===== src/rtl/pc_redirect_ctrl.sv =====
// PC redirect controller: arbitrates trap / mret / branch redirects into the
// PC counter, parks a redirect while fetch is busy, and handles debug halt.
module pc_redirect_ctrl #(
    parameter int DATA_WIDTH = 32
) (
    input  logic                  clk_i,
    input  logic                  rst_i,
    input  logic                  bru_taken_i,
    input  logic [DATA_WIDTH-1:0] bru_target_i,
    input  logic                  trap_req_i,
    input  logic [DATA_WIDTH-1:0] trap_pc_i,
    input  logic [DATA_WIDTH-1:0] mtvec_i,
    input  logic                  mret_i,
    input  logic [DATA_WIDTH-1:0] mepc_i,
    input  logic                  hazard_stall_i,
    input  logic                  fetch_ready_i,
    input  logic                  halt_req_i,
    input  logic                  resume_i,
    output logic                  stall_o,
    output logic                  is_taken_o,
    output logic [DATA_WIDTH-1:0] bru_pc_o,
    output logic                  flush_o,
    output logic                  trap_ack_o,
    output logic [DATA_WIDTH-1:0] epc_o,
    output logic                  halted_o,
    output logic [15:0]           redirect_cnt_o
);

    typedef enum logic [1:0] {
        RUN  = 2'd0,
        PEND = 2'd1,
        HALT = 2'd2
    } state_e;

    state_e                state_q, state_d;
    logic [DATA_WIDTH-1:0] pend_q, pend_d;
    logic [DATA_WIDTH-1:0] epc_q, epc_d;
    logic                  halt_def_q, halt_def_d;
    logic [15:0]           cnt_q, cnt_d;

    logic                  sel_trap;
    logic                  sel_mret;
    logic                  sel_br;
    logic                  sel_req;
    logic [DATA_WIDTH-1:0] sel_tgt;

    function automatic logic [15:0] sat_inc16(input logic [15:0] v);
        return (v == 16'hFFFF) ? v : v + 16'd1;
    endfunction

    // Request selection: trap beats mret beats branch; only traps are seen in HALT.
    always_comb begin
        sel_trap = trap_req_i;
        sel_mret = ~trap_req_i & mret_i & (state_q == RUN);
        sel_br   = ~trap_req_i & ~mret_i & bru_taken_i & (state_q == RUN);
        sel_req  = sel_trap | sel_mret | sel_br;
        if (sel_trap) begin
            sel_tgt = mtvec_i;
        end else if (sel_mret) begin
            sel_tgt = mepc_i;
        end else begin
            sel_tgt = bru_target_i;
        end
    end

    // Next-state and redirect outputs; reset masks every redirect strobe.
    always_comb begin
        state_d    = state_q;
        pend_d     = pend_q;
        halt_def_d = halt_def_q;
        is_taken_o = 1'b0;
        flush_o    = 1'b0;
        trap_ack_o = 1'b0;
        bru_pc_o   = sel_tgt;

        case (state_q)
            RUN, HALT: begin
                if (sel_req) begin
                    flush_o    = 1'b1;
                    trap_ack_o = sel_trap;
                    if (fetch_ready_i) begin
                        is_taken_o = 1'b1;
                        state_d    = RUN;
                    end else begin
                        pend_d  = sel_tgt;
                        state_d = PEND;
                    end
                end else if (state_q == HALT) begin
                    if (resume_i) begin
                        state_d = RUN;
                    end
                end else if (halt_req_i) begin
                    state_d = HALT;
                end
            end
            PEND: begin
                // A trap arriving while parked replaces the stale target outright.
                bru_pc_o   = trap_req_i ? mtvec_i : pend_q;
                is_taken_o = fetch_ready_i;
                if (trap_req_i) begin
                    flush_o    = 1'b1;
                    trap_ack_o = 1'b1;
                    pend_d     = mtvec_i;
                end
                if (fetch_ready_i) begin
                    state_d    = (halt_def_q | halt_req_i) ? HALT : RUN;
                    halt_def_d = 1'b0;
                end else begin
                    halt_def_d = halt_def_q | halt_req_i;
                end
            end
            default: begin
                state_d = RUN;
            end
        endcase

        if (rst_i) begin
            is_taken_o = 1'b0;
            flush_o    = 1'b0;
            trap_ack_o = 1'b0;
            state_d    = RUN;
            pend_d     = '0;
            halt_def_d = 1'b0;
        end
    end

    // Trap PC capture and saturating redirect count.
    always_comb begin
        epc_d = trap_ack_o ? trap_pc_i : epc_q;
        cnt_d = is_taken_o ? sat_inc16(cnt_q) : cnt_q;
    end

    // State, pending target, trap PC and counter registers.
    always_ff @(posedge clk_i) begin
        if (rst_i) begin
            state_q    <= RUN;
            pend_q     <= '0;
            halt_def_q <= 1'b0;
            epc_q      <= '0;
            cnt_q      <= '0;
        end else begin
            state_q    <= state_d;
            pend_q     <= pend_d;
            halt_def_q <= halt_def_d;
            epc_q      <= epc_d;
            cnt_q      <= cnt_d;
        end
    end

    assign stall_o        = (hazard_stall_i | ~fetch_ready_i | (state_q == HALT)) & ~is_taken_o;
    assign halted_o       = (state_q == HALT);
    assign epc_o          = epc_q;
    assign redirect_cnt_o = cnt_q;

endmodule


===== config.mk =====
export PLATFORM = sky130hd
export DESIGN_NAME = pc_redirect_ctrl
export DESIGN_NICKNAME = d
export VERILOG_FILES = /design/src/rtl/pc_redirect_ctrl.sv
export SDC_FILE = /design/constraint.sdc
export NUM_CORES = 1
export LEC_CHECK = 0
export CORE_ASPECT_RATIO = 1.2
export CORE_MARGIN = 2
export CORE_UTILIZATION = 43
export CTS_BUF_LIST = sky130_fd_sc_hd__clkbuf_4 sky130_fd_sc_hd__clkbuf_8 sky130_fd_sc_hd__clkbuf_16
export DETAILED_ROUTE_END_ITERATION = 12
export PLACE_DENSITY = 0.94
export SLEW_MARGIN = 40
export SYNTH_ARGS = -nofsm -noshare
export SYNTH_HDL_FRONTEND = slang
export SYNTH_SLANG_ARGS = --single-unit

===== constraint.sdc =====
create_clock -name clk_i -period 2.2 [get_ports clk_i]
set_clock_uncertainty 0.2 [all_clocks]
set_input_delay 0.44 -clock clk_i [delete_from_list [all_inputs] [get_ports clk_i]]
set_output_delay 0.44 -clock clk_i [all_outputs]
set_load 0.1 [all_outputs]

## Word-level counts from Yosys, hierarchy flattened

Index checks and enable logic that the tools add are counted.

| storage, ports and cells | value |
|---|---|
| flip-flop bits (word level) | 83 |
| bits of input ports | 137 |
| output and inout bits | 85 |
| word-level logic and storage cells | 63 |

| operators by class | value |
|---|---|
| $add $sub $neg | 1 |
| equality and inequality tests | 8 |
| mux-type cells | 27 |
| bitwise logic cells | 16 |
| reductions and logical operators | 6 |

Operator list:

| kind | number |
|---|---|
| 32-bit two-way mux | 6 |
| 32-bit one-hot mux with 2 select lines | 1 |
| 16-bit by 1-bit adder with 16-bit output, second input constant | 1 |
| 16-bit equality test, second input constant | 1 |
| 2-bit two-way mux | 6 |
| 1-bit two-way mux | 10 |
| 4-bit != test, second input constant | 2 |
| 1-bit AND | 6 |
| 2-bit != test, second input constant | 3 |
| 1-bit one-hot mux with 2 select lines | 3 |
| 3-bit AND reduction | 2 |
| 1-bit inverter | 5 |
| 1-bit OR | 5 |
| 2-bit one-hot mux with 2 select lines | 1 |
| 2-bit by 1-bit equality test with 1-bit output, second input constant | 1 |
| 2-bit equality test, second input constant | 1 |
| 2-bit zero test | 1 |
| 2-bit AND reduction | 1 |
| 2-bit nonzero test | 1 |
| 2-bit OR reduction | 1 |

## Depth between registers and ports, before layout

| depth | value |
|---|---|
| word-level depth | 10 |
| depth in mapped cells | 8 |
| mapped depth without buffers | 5 |

## Worst setup path after synthesis

No wires, ideal clock.

| path | value |
|---|---|
| path type | register to output |
| from | reg state_q[1] |
| to | out stall_o |
| arrival time | 2986 ps |
| required time | 1560 ps |
| slack | -1426 ps |
| stages on the path, launching flop included | 7 |
| path buffers | 2 |
| cells stage by stage | dfxtp_1 > buf_4 > clkinv_1 > buf_2 > nor2_1 > o22ai_1 > nand2_1 |

| on the way | value |
|---|---|
| elaborated cells between the ends (all ways) | 14 |
| classes of those cells | 2 x eq/ne; 3 x mux; 7 x bitwise; 2 x reduce/logical |

RTL lines:

| what | RTL line | text |
|---|---|---|
| start: declaration | 35 | `state_e state_q, state_d;` |
| start signal: assignment | 142 | `state_q <= state_d;` |
| 2-bit equality test (*) | - |  |
| named net halted_o | 25 | `output logic halted_o,` |
| 2-bit OR reduction | 76 | `case (state_q)` |
| 1-bit one-hot mux with 2 select lines | 76 |  |
| 1-bit two-way mux | 117 | `if (rst_i) begin` |
| 1-bit inverter | 150 | `assign stall_o = (hazard_stall_i \| ~fetch_ready_i \| (state_q == HALT)) & ~is_taken_o;` |
| 1-bit AND (*) | 150 |  |
| end: declaration | 19 | `output logic stall_o,` |

The timed path passes the listed nets; every way through them passes the cells marked *.

## Final worst setup path

| path | value |
|---|---|
| from | reg state_q[1] |
| to | out bru_pc_o[16] |

| on the way | value |
|---|---|
| word-level cells in the longest chain between the ends | 5 |
| elaborated cells between the ends (all ways) | 6 |
| classes of those cells | 1 x eq/ne; 3 x mux; 1 x bitwise; 1 x reduce/logical |

Ends and longest elaborated chain:

| what | RTL line | text |
|---|---|---|
| 2-bit zero test | 54 | `sel_mret = ~trap_req_i & mret_i & (state_q == RUN);` |
| 1-bit AND | 54 |  |
| 32-bit two-way mux | 59 | `end else if (sel_mret) begin` |
| 32-bit two-way mux | 57 | `if (sel_trap) begin` |
| 32-bit two-way mux (*) | 76 |  |
| end: declaration | 21 | `output logic [DATA_WIDTH-1:0] bru_pc_o,` |

Mark *: on every way between the ends. The rest lies on a longest branch, timed or not.

==> impl_metrics.csv <==
group,metric,value,unit
yosys,synth-edff-count,0,
yosys,synthXorXnorAreaFrac,0,%
global_routing,grt_antenna_before_repair,0,
yosys,netlist_area,4975,um^2
clocking,clkLatencyLatePin,340,ps
yosys,ys_types,50,
yosys,seq_area_frac_synth,33.40,%
setup_path,worstSetupStartpointType,"register",
yosys,synth_top_family_by_area,"compound AO/OA/AOI/OAI gates",
die,core,11410,um^2
pwr,power,5.808,mW
global_routing,grt_pass1_wl,29110,um
sta,setup_violations,50,
final_layout,drive_above_1_share,39.73,%
drt,wire_per_inst,20.56,um
yosys,synth_fa_ha_area_share,0.2515,%
sta,worst_pin_slew,698.3,ps
sta,drv_slew,0,
die,rows,43,
placed_design,dp_hpwl,13140,um
die,die_h,121.8,um
clocking,clk_pin_slew,70,ps
final_layout,multi_input_area,3642,um^2
final_layout,area_growth,88.98,%
global_routing,overflow,0,
yosys,synth_compound_area_share,29.10,%
clocking,h-tree-depth,3,
yosys,synthFlopType,"dfxtp_1",
yosys,synth_mux_area_share,2.465,%
drt,viasPerCell,6.059,
pwr,p_leak,3.889,nW
die,io-pin-count,222,
sta,finalCritPeriodShare,117.5,%
global_routing,met3_usage,5.049,%
drt,drc_errors,0,
yosys,async_flop_share,0,%
clocking,cts-buffers-inserted,9,
final_layout,nNetsFinal,1024,
final_layout,ff_latch_area,1685,um^2
clocking,cts_tree,"done",
placed_design,dp_cells,996,
yosys,synth-seq-cells,83,
die,die_area,12450,um^2
global_routing,busiest_layer,"met2",
final_layout,fillers,651,
sta,grt_setup_unrepaired,"true",
outcome,outcome,"finished, violations left",
global_routing,grt_pass1_vias,5903,
sta,finalHoldViolations,0,
clocking,clock_sinks,83,
yosys,synthCells,613,
setup_path,worstPathArrival,1950,ps
sta,fin_crit,2586,ps
global_routing,gr-usage-all-layers,29.25,%
setup_path,crit_type,"reg2out",
setup_path,crit_required,1560,ps
pwr,ir_worst_vdd,0.3617,mV
pwr,p_per_area,617.8,nW/um^2
clocking,cts.path.max_buffers,2,
flow_run,drv_cap,0,
global_routing,grt_max_degree,92,
drt,ant_nets,0,
yosys,syn_nets,751,
setup_path,critPathMaxFanout,8,
clocking,cts_hold_buffers,0,
final_layout,final_area,9402,um^2
drt,wl,21540,um
global_routing,grtUsageMet1,34.47,%
drt,first_iter_violations,437,
yosys,syn_avg_cell_area,8.115,um^2
placed_design,place.port_buffers,221,
global_routing,met2_usage,50.12,%
sta,fmax,386.7,MHz
die,chipWidth,102.2,um
outcome,violations,"negative setup slack",
sta,setup_slack,-385.9,ps
drt,first_pass_iters,5,
die,initial_core_util,43.62,%
min_path,hold_path_class,"reg2reg",
yosys,ys_warn_count,0,
final_layout,stdcell_count,1048,
yosys,yosys.area_share.simple,28.07,%
final_layout,n_antenna_cell,0,
setup_path,cp-end-kind,"output pin",
clocking,clock-root-buffer,"clkbuf_16",
placed_design,postPlaceCellArea,8334,um^2
placed_design,place_congestion,0.8364,
sta,timing.slew.headroom,53.10,%
drt,vias,6350,
-- cell families (layout without fill, tap and decap cells) --
family / after synthesis / count (layout)
compound gates: 182 / 182
mux: 11 / 11
flops: 83 / 83
fa+ha+maj: 1 / 1
buf+inv: 70 / 348
simple gates: 266 / 266
-- area by class of cell --
type | instances | share of cell area [%]
Sequential cell | 83 | 17.93
Multi-Input combinational cell | 460 | 38.74
Clock buffer | 11 | 2.622
Inverter | 7 | 0.3593
Clock inverter | 5 | 0.6388
Timing Repair Buffer | 325 | 37.62
Tap cell | 157 | 2.089
-- path summary, 6_finish.rpt --
path / cells after the start / startpoint / endpoint / slack (ps)
worst min register to register: 2 / epc_o[21] / epc_o[21] / 250
worst max register to register: 9 / state_q[1] / redirect_cnt_o[15] / -170
worst min-delay path: 2 / epc_o[21] / epc_o[21] / 250
worst max-delay path: 6 / state_q[1] / bru_pc_o[16] / -390
-- worst max-delay path: stages (launching register included) --
cell and delay, ps:
dfxtp_4 390, buf_12 150, or4b_1 470, o21ai_1 120
a211o_1 210, nand2_4 80, buf_12 170
-- layer usage --
layer	up-vias	part of all wire, %
met5	-	0
met4	0	5.3
met3	96	8.5
met2	424	50
met1	2989	37
li1	2841	-
-- state kept, by name, summed over array words and instances, names as in the netlist --
register,count
epc_o,32
pend_q,32
redirect_cnt_o,16
state_q,2
halt_def_q,1
-- placed cells by master, fill, tap and decap left out, drive strengths merged, types with 2 or more instances in the layout --
cell,count
inv,7
o22ai,33
clkdlybuf4s50,116
o41ai,3
or4b,33
o311ai,2
or4,2
nand2,138
a21oi,38
o31ai,2
nor2b,14
o21ai,34
and2,2
mux2,10
clkinv,3
dfxtp,83
buf,189
a211o,32
nand3,7
nor3,34
clkbuf,14
nor4,13
nor2,12
a311oi,32
dlymetal6s2s,16
nand4,5
-- synth_stat cells, drive strengths merged (3+ instances only) --
| cell | number | share of area (%) |
|---|---|---|
| nor4 | 13 | 1.9 |
| o21ai | 34 | 3.4 |
| nor2 | 12 | 0.91 |
| dfxtp | 83 | 33 |
| nand2 | 138 | 10 |
| nand3 | 7 | 0.70 |
| buf | 23 | 3.1 |
| mux2 | 10 | 2.3 |
| a21oi | 38 | 3.9 |
| nor3 | 34 | 3.4 |
| o22ai | 33 | 4.1 |
| nor2b | 14 | 1.9 |
| or4b | 33 | 6.6 |
| clkbuf | 40 | 3.0 |
| a211o | 32 | 5.6 |
| a311oi | 32 | 9.4 |
| nand4 | 5 | 0.75 |
| inv | 5 | 0.38 |
| o41ai | 3 | 0.53 |
-- through the flow --
| stage | utilization, % | TNS, ps | worst slack (ps) | hold WS, ps |
|---|---|---|---|---|
| finish | 82.43 | -12590 | -385.9 | 253.4 |
| global route | 82.43 | -15130 | -433.3 | 270.5 |
| CTS | 77.48 | -11750 | -401.7 | 256.7 |
| detailed placement | 73.07 | -38160 | -669.1 | 248.0 |
| global placement | 73.07 | -32600 | -604.9 | 242.5 |
| floorplan | - | -78.49 | -68.92 | 294.4 |
-- timing repair --
action                                 in CTS  in global routing
setup buffers                              17                 14
resized for setup                          34                103
endpoints found under the hold margin       0                  0
gates cloned                                2                  3
pin swaps                                  29                101
setup endpoints to repair                  54                 49
-- report_power, final --
group	leakage [nW]	switching (mW)	total (mW)	internal, mW
logic	3.05	1.50	2.54	1.04
registers	0.693	0.0664	1.68	1.61
clock network	0.150	0.659	1.59	0.931
total	3.89	2.23	5.81	3.58
(Power assumes the default switching activity.)
